<file path="config.mk">
export PLATFORM = sky130hd
export DESIGN_NAME = player_motion
export DESIGN_NICKNAME = d
export VERILOG_FILES = /design/src/rtl/player_motion.sv
export SDC_FILE = /design/constraint.sdc
export NUM_CORES = 1
export LEC_CHECK = 0
export ABC_AREA = 0
export ABC_CLOCK_PERIOD_IN_PS = 1700
export CELL_PAD_IN_SITES_DETAIL_PLACEMENT = 1
export CELL_PAD_IN_SITES_GLOBAL_PLACEMENT = 1
export CORE_ASPECT_RATIO = 0.5
export CORE_UTILIZATION = 38
export CTS_BUF_LIST = sky130_fd_sc_hd__clkbuf_4 sky130_fd_sc_hd__clkbuf_8
export CTS_CLUSTER_SIZE = 14
export DETAILED_ROUTE_END_ITERATION = 8
export PLACE_DENSITY_LB_ADDON = 0.1
export SETUP_SLACK_MARGIN = 0.15
export SYNTH_ARGS = -nofsm -noshare
export SYNTH_HDL_FRONTEND = slang
export SYNTH_SLANG_ARGS = --single-unit
</file>
<file path="constraint.sdc">
create_clock -name clk_i -period 1.7 [get_ports clk_i]
set_input_delay 0.17 -clock clk_i [delete_from_list [all_inputs] [get_ports clk_i]]
set_output_delay 0.17 -clock clk_i [all_outputs]
set_load 0.005 [all_outputs]
</file>
<file path="src/rtl/player_motion.sv">
// ---------------------------------------------------------------------------
// player_motion
//
// Purpose:
//     Per-frame player motion controller. On every frame tick it works out
//     the candidate move from the walk buttons and gravity, then asks the
//     collision checker about the horizontal and the vertical move one after
//     the other (one start/done handshake each). The move is committed from
//     the contact flags that come back.
//
// Configuration macro:
//     SCREEN_CLAMP_EN - when defined, candidate positions are clamped to the
//                       visible screen (x 0..639, y 0..479) and the bottom
//                       edge acts as a floor. When undefined, candidates wrap
//                       modulo the register width.
//
// Ports:
//     clk_i            system clock
//     reset_i          synchronous, active-high reset
//     frame_tick_i     one-cycle pulse per video frame
//     btn_left_i       walk left (level)
//     btn_right_i      walk right (level)
//     btn_jump_i       jump request, sampled on frame_tick_i
//     coll_start_o     probe request to the collision block
//     coll_redo_o      restart the object scan (first probe of a frame)
//     coll_x_o         probed x (10 bits)
//     coll_y_o         probed y (9 bits)
//     coll_done_i      probe finished, contact flags valid while high
//     coll_up_i        contact above the probed position
//     coll_down_i      contact below the probed position
//     coll_left_i      contact left of the probed position
//     coll_right_i     contact right of the probed position
//     x_o              committed x (10 bits)
//     y_o              committed y (9 bits)
//     on_ground_o      player resting on a surface
//     busy_o           probe sequence in progress
//     frame_overrun_o  one-cycle pulse when a tick arrives while busy
// ---------------------------------------------------------------------------
module player_motion #(
    parameter int WALK_V   = 2,
    parameter int JUMP_V   = 8,
    parameter int GRAVITY  = 1,
    parameter int MAX_FALL = 7,
    parameter int TIMEOUT  = 255,
    parameter int X0       = 100,
    parameter int Y0       = 100
) (
    input  logic       clk_i,
    input  logic       reset_i,
    input  logic       frame_tick_i,
    input  logic       btn_left_i,
    input  logic       btn_right_i,
    input  logic       btn_jump_i,
    output logic       coll_start_o,
    output logic       coll_redo_o,
    output logic [9:0] coll_x_o,
    output logic [8:0] coll_y_o,
    input  logic       coll_done_i,
    input  logic       coll_up_i,
    input  logic       coll_down_i,
    input  logic       coll_left_i,
    input  logic       coll_right_i,
    output logic [9:0] x_o,
    output logic [8:0] y_o,
    output logic       on_ground_o,
    output logic       busy_o,
    output logic       frame_overrun_o
);

    localparam int FALL_LIMIT = MAX_FALL - GRAVITY;
    localparam int TIMEOUT_LAST = TIMEOUT - 1;

    localparam logic signed [3:0] WALK_S       = WALK_V[3:0];
    localparam logic signed [5:0] JUMP_S       = JUMP_V[5:0];
    localparam logic signed [5:0] GRAV_S       = GRAVITY[5:0];
    localparam logic signed [5:0] FALL_S       = MAX_FALL[5:0];
    localparam logic signed [5:0] FALL_LIMIT_S = FALL_LIMIT[5:0];
    localparam logic [7:0]        TIMEOUT_LAST_C = TIMEOUT_LAST[7:0];
    localparam logic [9:0]        X0_C = X0[9:0];
    localparam logic [8:0]        Y0_C = Y0[8:0];
`ifdef SCREEN_CLAMP_EN
    localparam logic [9:0]        X_MAX = 10'd639;
    localparam logic [8:0]        Y_MAX = 9'd479;
`endif

    typedef enum logic [2:0] {
        IDLE,
        CALC,
        PROBE_X,
        GAP,
        PROBE_Y,
        COMMIT
    } state_t;

    state_t            state_q;
    logic [9:0]        posX_q;
    logic [8:0]        posY_q;
    logic signed [5:0] vy_q;
    logic signed [3:0] vx_q;
    logic              onGround_q;
    logic              collStart_q;
    logic              collRedo_q;
    logic [9:0]        collX_q;
    logic [8:0]        collY_q;
    logic              busy_q;
    logic              overrun_q;
    logic [7:0]        waitCnt_q;

    logic signed [3:0] vx_d;
    logic [9:0]        candX_d;
    logic [8:0]        candY_d;
    logic              probeEnd;
    logic              effUp;
    logic              effDown;
    logic              effLeft;
    logic              effRight;
    logic              blockedX;

    // Horizontal speed from the walk buttons; pressing both means stand still.
    always_comb begin
        vx_d = 4'sd0;
        if (btn_right_i && !btn_left_i) begin
            vx_d = WALK_S;
        end else if (btn_left_i && !btn_right_i) begin
            vx_d = -WALK_S;
        end
    end

    // Candidate positions. x+vx is formed from the committed x (CALC) and
    // y+vy from the committed y (GAP), both evaluated in signed 12 bits.
`ifdef SCREEN_CLAMP_EN
    logic signed [11:0] sumX;
    logic signed [11:0] sumY;

    always_comb begin
        sumX    = $signed({2'b00, posX_q}) + {{8{vx_q[3]}}, vx_q};
        sumY    = $signed({3'b000, posY_q}) + {{6{vy_q[5]}}, vy_q};
        candX_d = sumX[9:0];
        candY_d = sumY[8:0];
        if (sumX < 12'sd0) begin
            candX_d = 10'd0;
        end else if (sumX > 12'sd639) begin
            candX_d = X_MAX;
        end
        if (sumY < 12'sd0) begin
            candY_d = 9'd0;
        end else if (sumY > 12'sd479) begin
            candY_d = Y_MAX;
        end
    end
`else
    // Modular add at the register width is the same as truncating the
    // 12-bit sum, so the wrap-around comes for free.
    always_comb begin
        candX_d = posX_q + {{6{vx_q[3]}}, vx_q};
        candY_d = posY_q + {{3{vy_q[5]}}, vy_q};
    end
`endif

    // A probe ends on coll_done or after TIMEOUT silent cycles. A timed-out
    // probe reports contact on every side, so nothing moves into unknown space.
    always_comb begin
        probeEnd = coll_done_i || (waitCnt_q == TIMEOUT_LAST_C);
        effUp    = coll_done_i ? coll_up_i    : 1'b1;
        effDown  = coll_done_i ? coll_down_i  : 1'b1;
        effLeft  = coll_done_i ? coll_left_i  : 1'b1;
        effRight = coll_done_i ? coll_right_i : 1'b1;
        blockedX = ((vx_q > 4'sd0) && effRight) || ((vx_q < 4'sd0) && effLeft);
    end

    // Frame sequencer: IDLE -> CALC -> PROBE_X -> GAP -> PROBE_Y -> COMMIT.
    // GAP is the single cycle with coll_start low between the two probes.
    // All handshake outputs are registered here.
    always_ff @(posedge clk_i) begin
        if (reset_i) begin
            state_q     <= IDLE;
            posX_q      <= X0_C;
            posY_q      <= Y0_C;
            vy_q        <= 6'sd0;
            vx_q        <= 4'sd0;
            onGround_q  <= 1'b0;
            collStart_q <= 1'b0;
            collRedo_q  <= 1'b0;
            collX_q     <= X0_C;
            collY_q     <= Y0_C;
            busy_q      <= 1'b0;
            overrun_q   <= 1'b0;
            waitCnt_q   <= 8'd0;
        end else begin
            collRedo_q <= 1'b0;
            overrun_q  <= frame_tick_i && (state_q != IDLE);

            unique case (state_q)
                IDLE: begin
                    if (frame_tick_i) begin
                        state_q <= CALC;
                        busy_q  <= 1'b1;
                        vx_q    <= vx_d;
                        if (btn_jump_i && onGround_q) begin
                            vy_q       <= -JUMP_S;
                            onGround_q <= 1'b0;
                        end else if (vy_q >= FALL_LIMIT_S) begin
                            vy_q <= FALL_S;
                        end else begin
                            vy_q <= vy_q + GRAV_S;
                        end
                    end
                end

                CALC: begin
                    collX_q     <= candX_d;
                    collY_q     <= posY_q;
                    collStart_q <= 1'b1;
                    collRedo_q  <= 1'b1;
                    waitCnt_q   <= 8'd0;
                    state_q     <= PROBE_X;
                end

                PROBE_X: begin
                    if (probeEnd) begin
                        if (!blockedX) begin
                            posX_q <= collX_q;
                        end
                        collStart_q <= 1'b0;
                        state_q     <= GAP;
                    end else begin
                        waitCnt_q <= waitCnt_q + 8'd1;
                    end
                end

                GAP: begin
                    collX_q     <= posX_q;
                    collY_q     <= candY_d;
                    collStart_q <= 1'b1;
                    waitCnt_q   <= 8'd0;
                    state_q     <= PROBE_Y;
                end

                PROBE_Y: begin
                    if (probeEnd) begin
                        if ((vy_q > 6'sd0) && effDown) begin
                            vy_q       <= 6'sd0;
                            onGround_q <= 1'b1;
                        end else if ((vy_q < 6'sd0) && effUp) begin
                            vy_q <= 6'sd0;
                        end else begin
                            posY_q     <= collY_q;
                            onGround_q <= (vy_q == 6'sd0) && effDown;
`ifdef SCREEN_CLAMP_EN
                            // The bottom screen edge is a floor.
                            if ((vy_q > 6'sd0) && (collY_q == Y_MAX)) begin
                                onGround_q <= 1'b1;
                                vy_q       <= 6'sd0;
                            end
`endif
                        end
                        collStart_q <= 1'b0;
                        state_q     <= COMMIT;
                    end else begin
                        waitCnt_q <= waitCnt_q + 8'd1;
                    end
                end

                COMMIT: begin
                    busy_q  <= 1'b0;
                    state_q <= IDLE;
                end

                default: begin
                    state_q <= IDLE;
                end
            endcase
        end
    end

    assign coll_start_o    = collStart_q;
    assign coll_redo_o     = collRedo_q;
    assign coll_x_o        = collX_q;
    assign coll_y_o        = collY_q;
    assign x_o             = posX_q;
    assign y_o             = posY_q;
    assign on_ground_o     = onGround_q;
    assign busy_o          = busy_q;
    assign frame_overrun_o = overrun_q;

endmodule
</file>
==> results of run 1 <==
-- registers in the layout, summed over array words and instances (netlist names) --
| register | flops |
|---|---|
| on_ground_o | 1 |
| waitCnt_q | 8 |
| frame_overrun_o | 1 |
| coll_y_o | 9 |
| state_q | 3 |
| busy_o | 1 |
| vx_q | 2 |
| y_o | 9 |
| coll_start_o | 1 |
| vy_q | 6 |
| coll_x_o | 10 |
| x_o | 10 |
| coll_redo_o | 1 |
-- cells by family after synthesis --
kind of cell	share of synthesized area [%]
AO/OA/AOI/OAI	21.2
XOR/XNOR	3.70
adder cells (fa/ha/maj)	8.87
buffers and inverters	4.26
flip-flops	34.9
multiplexers	6.51
AND/OR/NAND/NOR	20.5
-- through the flow --
stage                     total power [mW]  instances  util (%)  setup slack (ns)
after floorplan                       2.10        416         -            -0.137
after global placement                2.44        631      53.9            -0.180
after detailed placement              2.48        631      53.9            -0.291
after CTS                             3.97        662      60.1            -0.176
after global routing                  4.25        669      62.4            -0.221
final                                 4.09        669      62.4            -0.158
-- cell type report --
cell class	instances	area, sq um	share of cell area (%)
multi-input combinational	319	2600	46.8
sequential	62	1280	23.1
timing repair buffer	140	1260	22.7
clock buffer	12	159	2.86
tap	117	146	2.64
inverter	15	58.8	1.06
clock inverter	4	45.0	0.812
-- cell usage in the layout (no fill, tap or decap), types with 3 or more instances in the layout --
cell	Yosys	routed
a22o_1	3	3
ha_1	22	11
a21oi_2	1	8
clkdlybuf4s50_1	0	50
o21a_1	5	5
xnor2_1	7	7
a211oi_2	0	4
dfxtp_4	0	7
dfxtp_2	0	12
a211o_1	4	4
nand2b_1	7	7
o21ai_0	20	15
nand3b_1	3	3
nor3_1	24	13
inv_2	0	5
a21oi_4	0	3
buf_6	1	14
nand3_1	5	4
ha_4	0	9
inv_1	15	9
a211oi_1	12	7
a21oi_1	30	20
a2111oi_4	2	3
buf_4	3	71
or3_1	3	3
nor2b_1	8	5
and3_1	5	4
dfxtp_1	62	43
nand2_1	26	23
nor3b_1	7	7
xor2_1	8	8
o31a_1	3	3
clkinv_2	0	3
nor2_1	53	51
clkbuf_8	0	11
a21o_1	3	3
nor3_4	0	4
mux2i_1	22	22
nor3_2	0	7
-- layer usage --
metal	vias up	wire length [um]	global-route usage, %	share of wire, %
met1	1847	5610	30.5	42
met2	58	7000	50.9	53
li1	1762	-	-	-
met5	-	0	0	0
met3	20	426	7.06	3.2
met4	0	227	7.78	1.7
-- critical path: stages (launching register included) --
cell and delay [ns]:
dfxtp_2 0.36, inv_2 0.06, ha_4 0.15, and3_4 0.20, a2111oi_4 0.38, buf_6 0.19
nand4_1 0.14, xor2_1 0.20, nor2_1 0.05
-- worst min path at each step --
stage / startpoint / slack, ns / endpoint / cells past startpoint
3_3_place_gp: x_o[0] / 0.45 / coll_x_o[0] / 2
5_1_grt: reset_i / 0.27 / x_o[3] / 3
6_report: reset_i / 0.27 / busy_o / 3
4_1_cts: reset_i / 0.27 / vx_q[2] / 3
2_1_floorplan: frame_tick_i / 0.34 / frame_overrun_o / 1
3_5_place_dp: coll_y_o[1] / 0.47 / coll_y_o[1] / 2
-- where the power goes --
group / leakage [nW] / switching, mW / total [mW] / internal (mW)
sequential: 0.510 / 0.0839 / 1.61 / 1.53
clock: 0.110 / 0.650 / 1.42 / 0.767
combinational: 1.59 / 0.563 / 1.06 / 0.498
-- what timing repair did --
item | in CTS | in global routing
resized for setup | 60 | 38
endpoints found under the setup margin | 50 | 58
cloned | 1 | 1
pin swaps | 33 | 23
setup buffers | 14 | 6
==> summary.txt, run 1 <==
Critical path
  – Crit path kind: reg -> reg
  – Worst EP required: 1.95 ns
  – FF-to-FF Start: waitCnt_q[0]
  – CP Launch Type: register
  – Critical Path Sink: waitCnt_q[3]
  – Critical path origin: waitCnt_q[0]
  – Crit path DAT: 2.11 ns
  – CP Max Fanout: 5
  – Setup crit end kind: register
  – Worst reg2reg path depth: 8
  – R2R Path End: waitCnt_q[3]
  – R2R Setup Slk: -0.16 ns

Global routing
  – Gr usage total: 27.1%
  – Number of global-route vias before repair: 4045
  – GR Overflow Total: 0
  – Initial antenna violation count: 0
  – Largest net degree at the start of global routing: 46
  – First-pass GRT wire length: 20600 um

Yosys
  – Post-synth cell types: 55
  – Synth Register Bits: 62
  – Synth warn: 0
  – Synth top area cells: dfxtp_1 35%, ha_1 7.7%, mux2i_1 6.2%
  – Number of enable flip-flop cells after synthesis: 0
  – Post-Syn Instances: 416
  – Synth top cells by count: 62 x dfxtp_1, 53 x nor2_1, 30 x a21oi_1, 26 x nand2_1, 24 x nor3_1
  – Synth top area share: 34.9%
  – Top FF cell, synth: dfxtp_1
  – Post-Syn Area: 0.00355 sq mm
  – Synthesized Nets: 451
  – Post-synthesis sequential area ratio: 34.9%
  – Top-count cell post-synth: dfxtp_1
  – Async set-or-reset flop fraction in the synthesized netlist: 0%
  – Syn Area/Cell: 8.54 sq um
  – Synth area leader: dfxtp_1

Clock tree
  – Cts hold-fix bufs: 0
  – Clock transition at path regs: 0.08 ns
  – CTS root buffer: clkbuf_8
  – H-tree depth: 3
  – Total CTS buffers: 9
  – Maximum root-to-sink buffer count: 2
  – TritonCTS clock tree: yes
  – CTS sink count: 62
  – Clk_lat worst skew: 0.37 ns

Status
  – Violated checks: design-rule violations, negative setup slack
  – Status: complete, but fails checks

Finish
  – Ant diodes: 0
  – Nets: 582
  – Layout cells sized above 1: 35.7%
  – Post-route cell area: 0.00555 sq mm
  – Fill count: 1015
  – Area grow syn2layout: 56.2%

Placement
  – DP Wirelength: 8320 um
  – Gpl congestion: 0.902
  – Port Buffer Count: 53
  – Area post-placement: 0.00479 sq mm

Detailed routing
  – Final WL: 13300 um
  – Vias: 3687
  – Vias per Instance: 5.51
  – Starting DRT DRC Count: 133
  – Final ANT Viol Nets: 0
  – Drc violations: 3
  – DR WL/cell: 19.8 um
  – TritonRoute pass-1 iters: 8

STA
  – Tightest Pin Transition: 0.437 ns
  – Final worst-path cycle share: 109%
  – Skew final: 0.0167 ns
  – Slew Viols, Final: 0
  – Max Clk Rate: 538 MHz
  – Slew margin rel.: 70.6%
  – Worst Setup Slack, final: -0.158 ns
  – Final hold violations: 0
  – Setup TNS: -3.43 ns
  – RSZ-0062 raised after global routing: true
  – WHS: 0.270 ns
  – Tmin final: 1.86 ns
  – Setup Viol. Count Final: 41

Min path
  – Min-delay worst type: in -> reg

Die
  – DIE AREA: 0.00977 sq mm
  – Chip Height: 70.4 um
  – Core ar.: 0.00889 sq mm
  – Row count: 24
  – Initial Util: 40.0%
  – Chip width: 139 um
  – # IOs: 54

Flow run
  – Max_cap viols: 0

Pwr
  – PD cells: 737 mW/mm^2
  – Leakage: 2.21 nW
  – Maximum vdd drop: 386 uV
Power figures use the tool's default switching activity.
==> run 2: changes to the inputs <==
--- a/config.mk
+++ b/config.mk
@@ -6,14 +6,15 @@
 export NUM_CORES = 1
 export LEC_CHECK = 0
 export ABC_AREA = 0
-export ABC_CLOCK_PERIOD_IN_PS = 1700
+export ABC_CLOCK_PERIOD_IN_PS = 2200
 export CELL_PAD_IN_SITES_DETAIL_PLACEMENT = 1
 export CELL_PAD_IN_SITES_GLOBAL_PLACEMENT = 1
 export CORE_ASPECT_RATIO = 0.5
-export CORE_UTILIZATION = 38
+export CORE_UTILIZATION = 45
 export CTS_BUF_LIST = sky130_fd_sc_hd__clkbuf_4 sky130_fd_sc_hd__clkbuf_8
 export CTS_CLUSTER_SIZE = 14
 export DETAILED_ROUTE_END_ITERATION = 8
+export GPL_TIMING_DRIVEN = 0
 export PLACE_DENSITY_LB_ADDON = 0.1
 export SETUP_SLACK_MARGIN = 0.15
 export SYNTH_ARGS = -nofsm -noshare
==> constraint.sdc (replaced) <==
create_clock -name clk_i -period 2.2 [get_ports clk_i]
set_input_delay 0.22 -clock clk_i [delete_from_list [all_inputs] [get_ports clk_i]]
set_output_delay 0.22 -clock clk_i [all_outputs]
set_load 0.005 [all_outputs]
==> run 2 against run 1 <==
Effect of this change:
- the run now ends clean
- power shrank 29%
- clock skew shrank 0.0084 ns
- worst setup slack gained 0.35 ns
- sequential share of layout area grew 4.2 points
- non-clock buffer count shrank 56
- global-route usage grew 3.6 points
- first-iteration DRC count grew 66%
- sequential cell count is the same
- critical endpoint is now coll_x_o[9]
==> summary.txt, run 2 (synthesized netlist as in run 1, its figures left out) <==
Clock tree
  – CTS sink count: 62
  – Maximum root-to-sink buffer count: 2
  – TritonCTS clock tree: yes
  – Clk_lat worst skew: 0.36 ns
  – Total CTS buffers: 9
  – H-tree depth: 3
  – Cts hold-fix bufs: 0
  – Clock transition at path regs: 0.07 ns
  – CTS root buffer: clkbuf_8

Pwr
  – Maximum vdd drop: 341 uV
  – Leakage: 1.81 nW
  – PD cells: 627 mW/mm^2

Die
  – Row count: 22
  – Chip Height: 64.8 um
  – Initial Util: 47.5%
  – Chip width: 128 um
  – DIE AREA: 0.00828 sq mm
  – # IOs: 54
  – Core ar.: 0.00749 sq mm

Global routing
  – First-pass GRT wire length: 19000 um
  – GR Overflow Total: 0
  – Initial antenna violation count: 0
  – Gr usage total: 30.7%
  – Number of global-route vias before repair: 3718
  – Largest net degree at the start of global routing: 11

Finish
  – Ant diodes: 0
  – Nets: 526
  – Area grow syn2layout: 29.8%
  – Final core occ: 61.6%
  – Fill count: 915
  – Commonest non-fill, non-tap cells in the layout: 53 x nor2_1, 53 x dfxtp_1, 52 x clkdlybuf4s50_1
  – Layout cells sized above 1: 12.3%

Critical path
  – Crit path DAT: 2.25 ns
  – Critical path origin: vx_q[2]
  – Crit-path max cell delay: 0.40 ns
  – Worst path slowest cell: dfxtp_4
  – Crit path kind: reg -> reg
  – WP buf/inv: 0
  – CP Max Fanout: 9
  – Setup crit end kind: register
  – CP Launch Type: register
  – Critical path's top delay family: compound AO/OA/AOI/OAI gates
  – Worst path cell trace: ha_1, nor2b_2, o31a_1, o41ai_2, mux2i_1, nand2_1
  – Worst EP required: 2.44 ns
  – FF-to-FF Start: vx_q[2]

STA
  – Tightest Pin Transition: 0.821 ns
  – Slew margin rel.: 45.3%
  – Max Clk Rate: 498 MHz
  – RSZ-0062 raised after global routing: false
  – Tmin final: 2.01 ns
  – Final hold violations: 0
  – Skew final: 0.00836 ns
  – Final worst-path cycle share: 91.3%
  – Setup Viol. Count Final: 0
  – WHS: 0.462 ns
  – Slew Viols, Final: 0

Placement
  – Gpl congestion: 0.843
  – DP Wirelength: 8510 um
  – Port Buffer Count: 52

Detailed routing
  – Vias: 3597
  – Final WL: 12300 um
  – Final ANT Viol Nets: 0
  – Vias per Instance: 5.96
  – TritonRoute pass-1 iters: 4
  – Starting DRT DRC Count: 221
  – DR WL/cell: 20.4 um
  – Drc violations: 0

Min path
  – Hold wc startpoint: reset_i
  – Min-delay worst type: in -> reg

Flow run
  – Max_cap viols: 0

Status
  – Status: finished clean
run 2: cell types whose count changed in the layout (fill, tap and decap cells not counted), moves of 8 or more:
cell	before	now
buf_4	71	13
clkbuf_1	0	13
buf_6	14	2
nor3_1	13	24
dfxtp_1	43	53
a21oi_1	20	29
ha_1	11	19
run 2: cell type report:
type | instances | area, sq um | area share [%]
well taps | 108 | 135 | 2.93
inverters | 15 | 56.3 | 1.22
plain buffers | 20 | 101 | 2.20
clock buffers | 11 | 139 | 3.01
clock inverters | 5 | 50.0 | 1.09
repair buffers | 64 | 623 | 13.5
multi-input cells | 319 | 2250 | 48.7
flip-flops and latches | 62 | 1260 | 27.3
run 2: repair_timing:
action,in CTS,in global routing
pin swaps,5,4
hold endpoints to repair,0,0
resized for setup,15,17
buffers inserted,8,4
endpoints found under the setup margin,43,29
cloned,0,0
run 2: worst reg2reg max path: cells and delay by family, from the launching register on:
kind            cells  cell delay [ns]
compound gates      2             0.64
fa+ha+maj           1             0.34
flops               1             0.40
mux                 1             0.24
simple gates        2             0.27
run 2: metrics by stage:
| stage | TNS (ns) | instance area [sq um] | worst slack [ns] | cells | power [mW] |
|---|---|---|---|---|---|
| after floorplan | 0 | 3550 | 0.312 | 416 | 1.60 |
| final | 0 | 4610 | 0.191 | 604 | 2.89 |
| after detailed placement | -1.63 | 4210 | -0.221 | 576 | 1.85 |
| after global routing | 0 | 4610 | 0.135 | 604 | 3.02 |
| after CTS | 0 | 4500 | 0.182 | 600 | 2.87 |
| after global placement | -0.550 | 4210 | -0.101 | 576 | 1.82 |
run 2: layer usage:
layer  global-route usage [%]  routed length (um)  up-vias
li1                         -                   -     1651
met1                     38.1                5320     1815
met2                     52.7                5980      113
met3                     7.27                 820       18
met4                     10.4                 167        0
met5                        0                   0        -
run 2: final timing paths:
check                                   end  slack, ns  cells after the start
worst min-delay path            on_ground_o       0.46                      3
worst max-delay path            coll_x_o[9]       0.19                      6
worst max register to register  coll_x_o[9]       0.19                      6
worst min register to register  coll_y_o[1]       0.48                      2
run 2: power by group:
group	internal [mW]	total, mW	switching [mW]	leakage (nW)
sequential	1.18	1.24	0.0582	0.508
clock	0.541	1.01	0.474	0.104
combinational	0.261	0.642	0.381	1.20
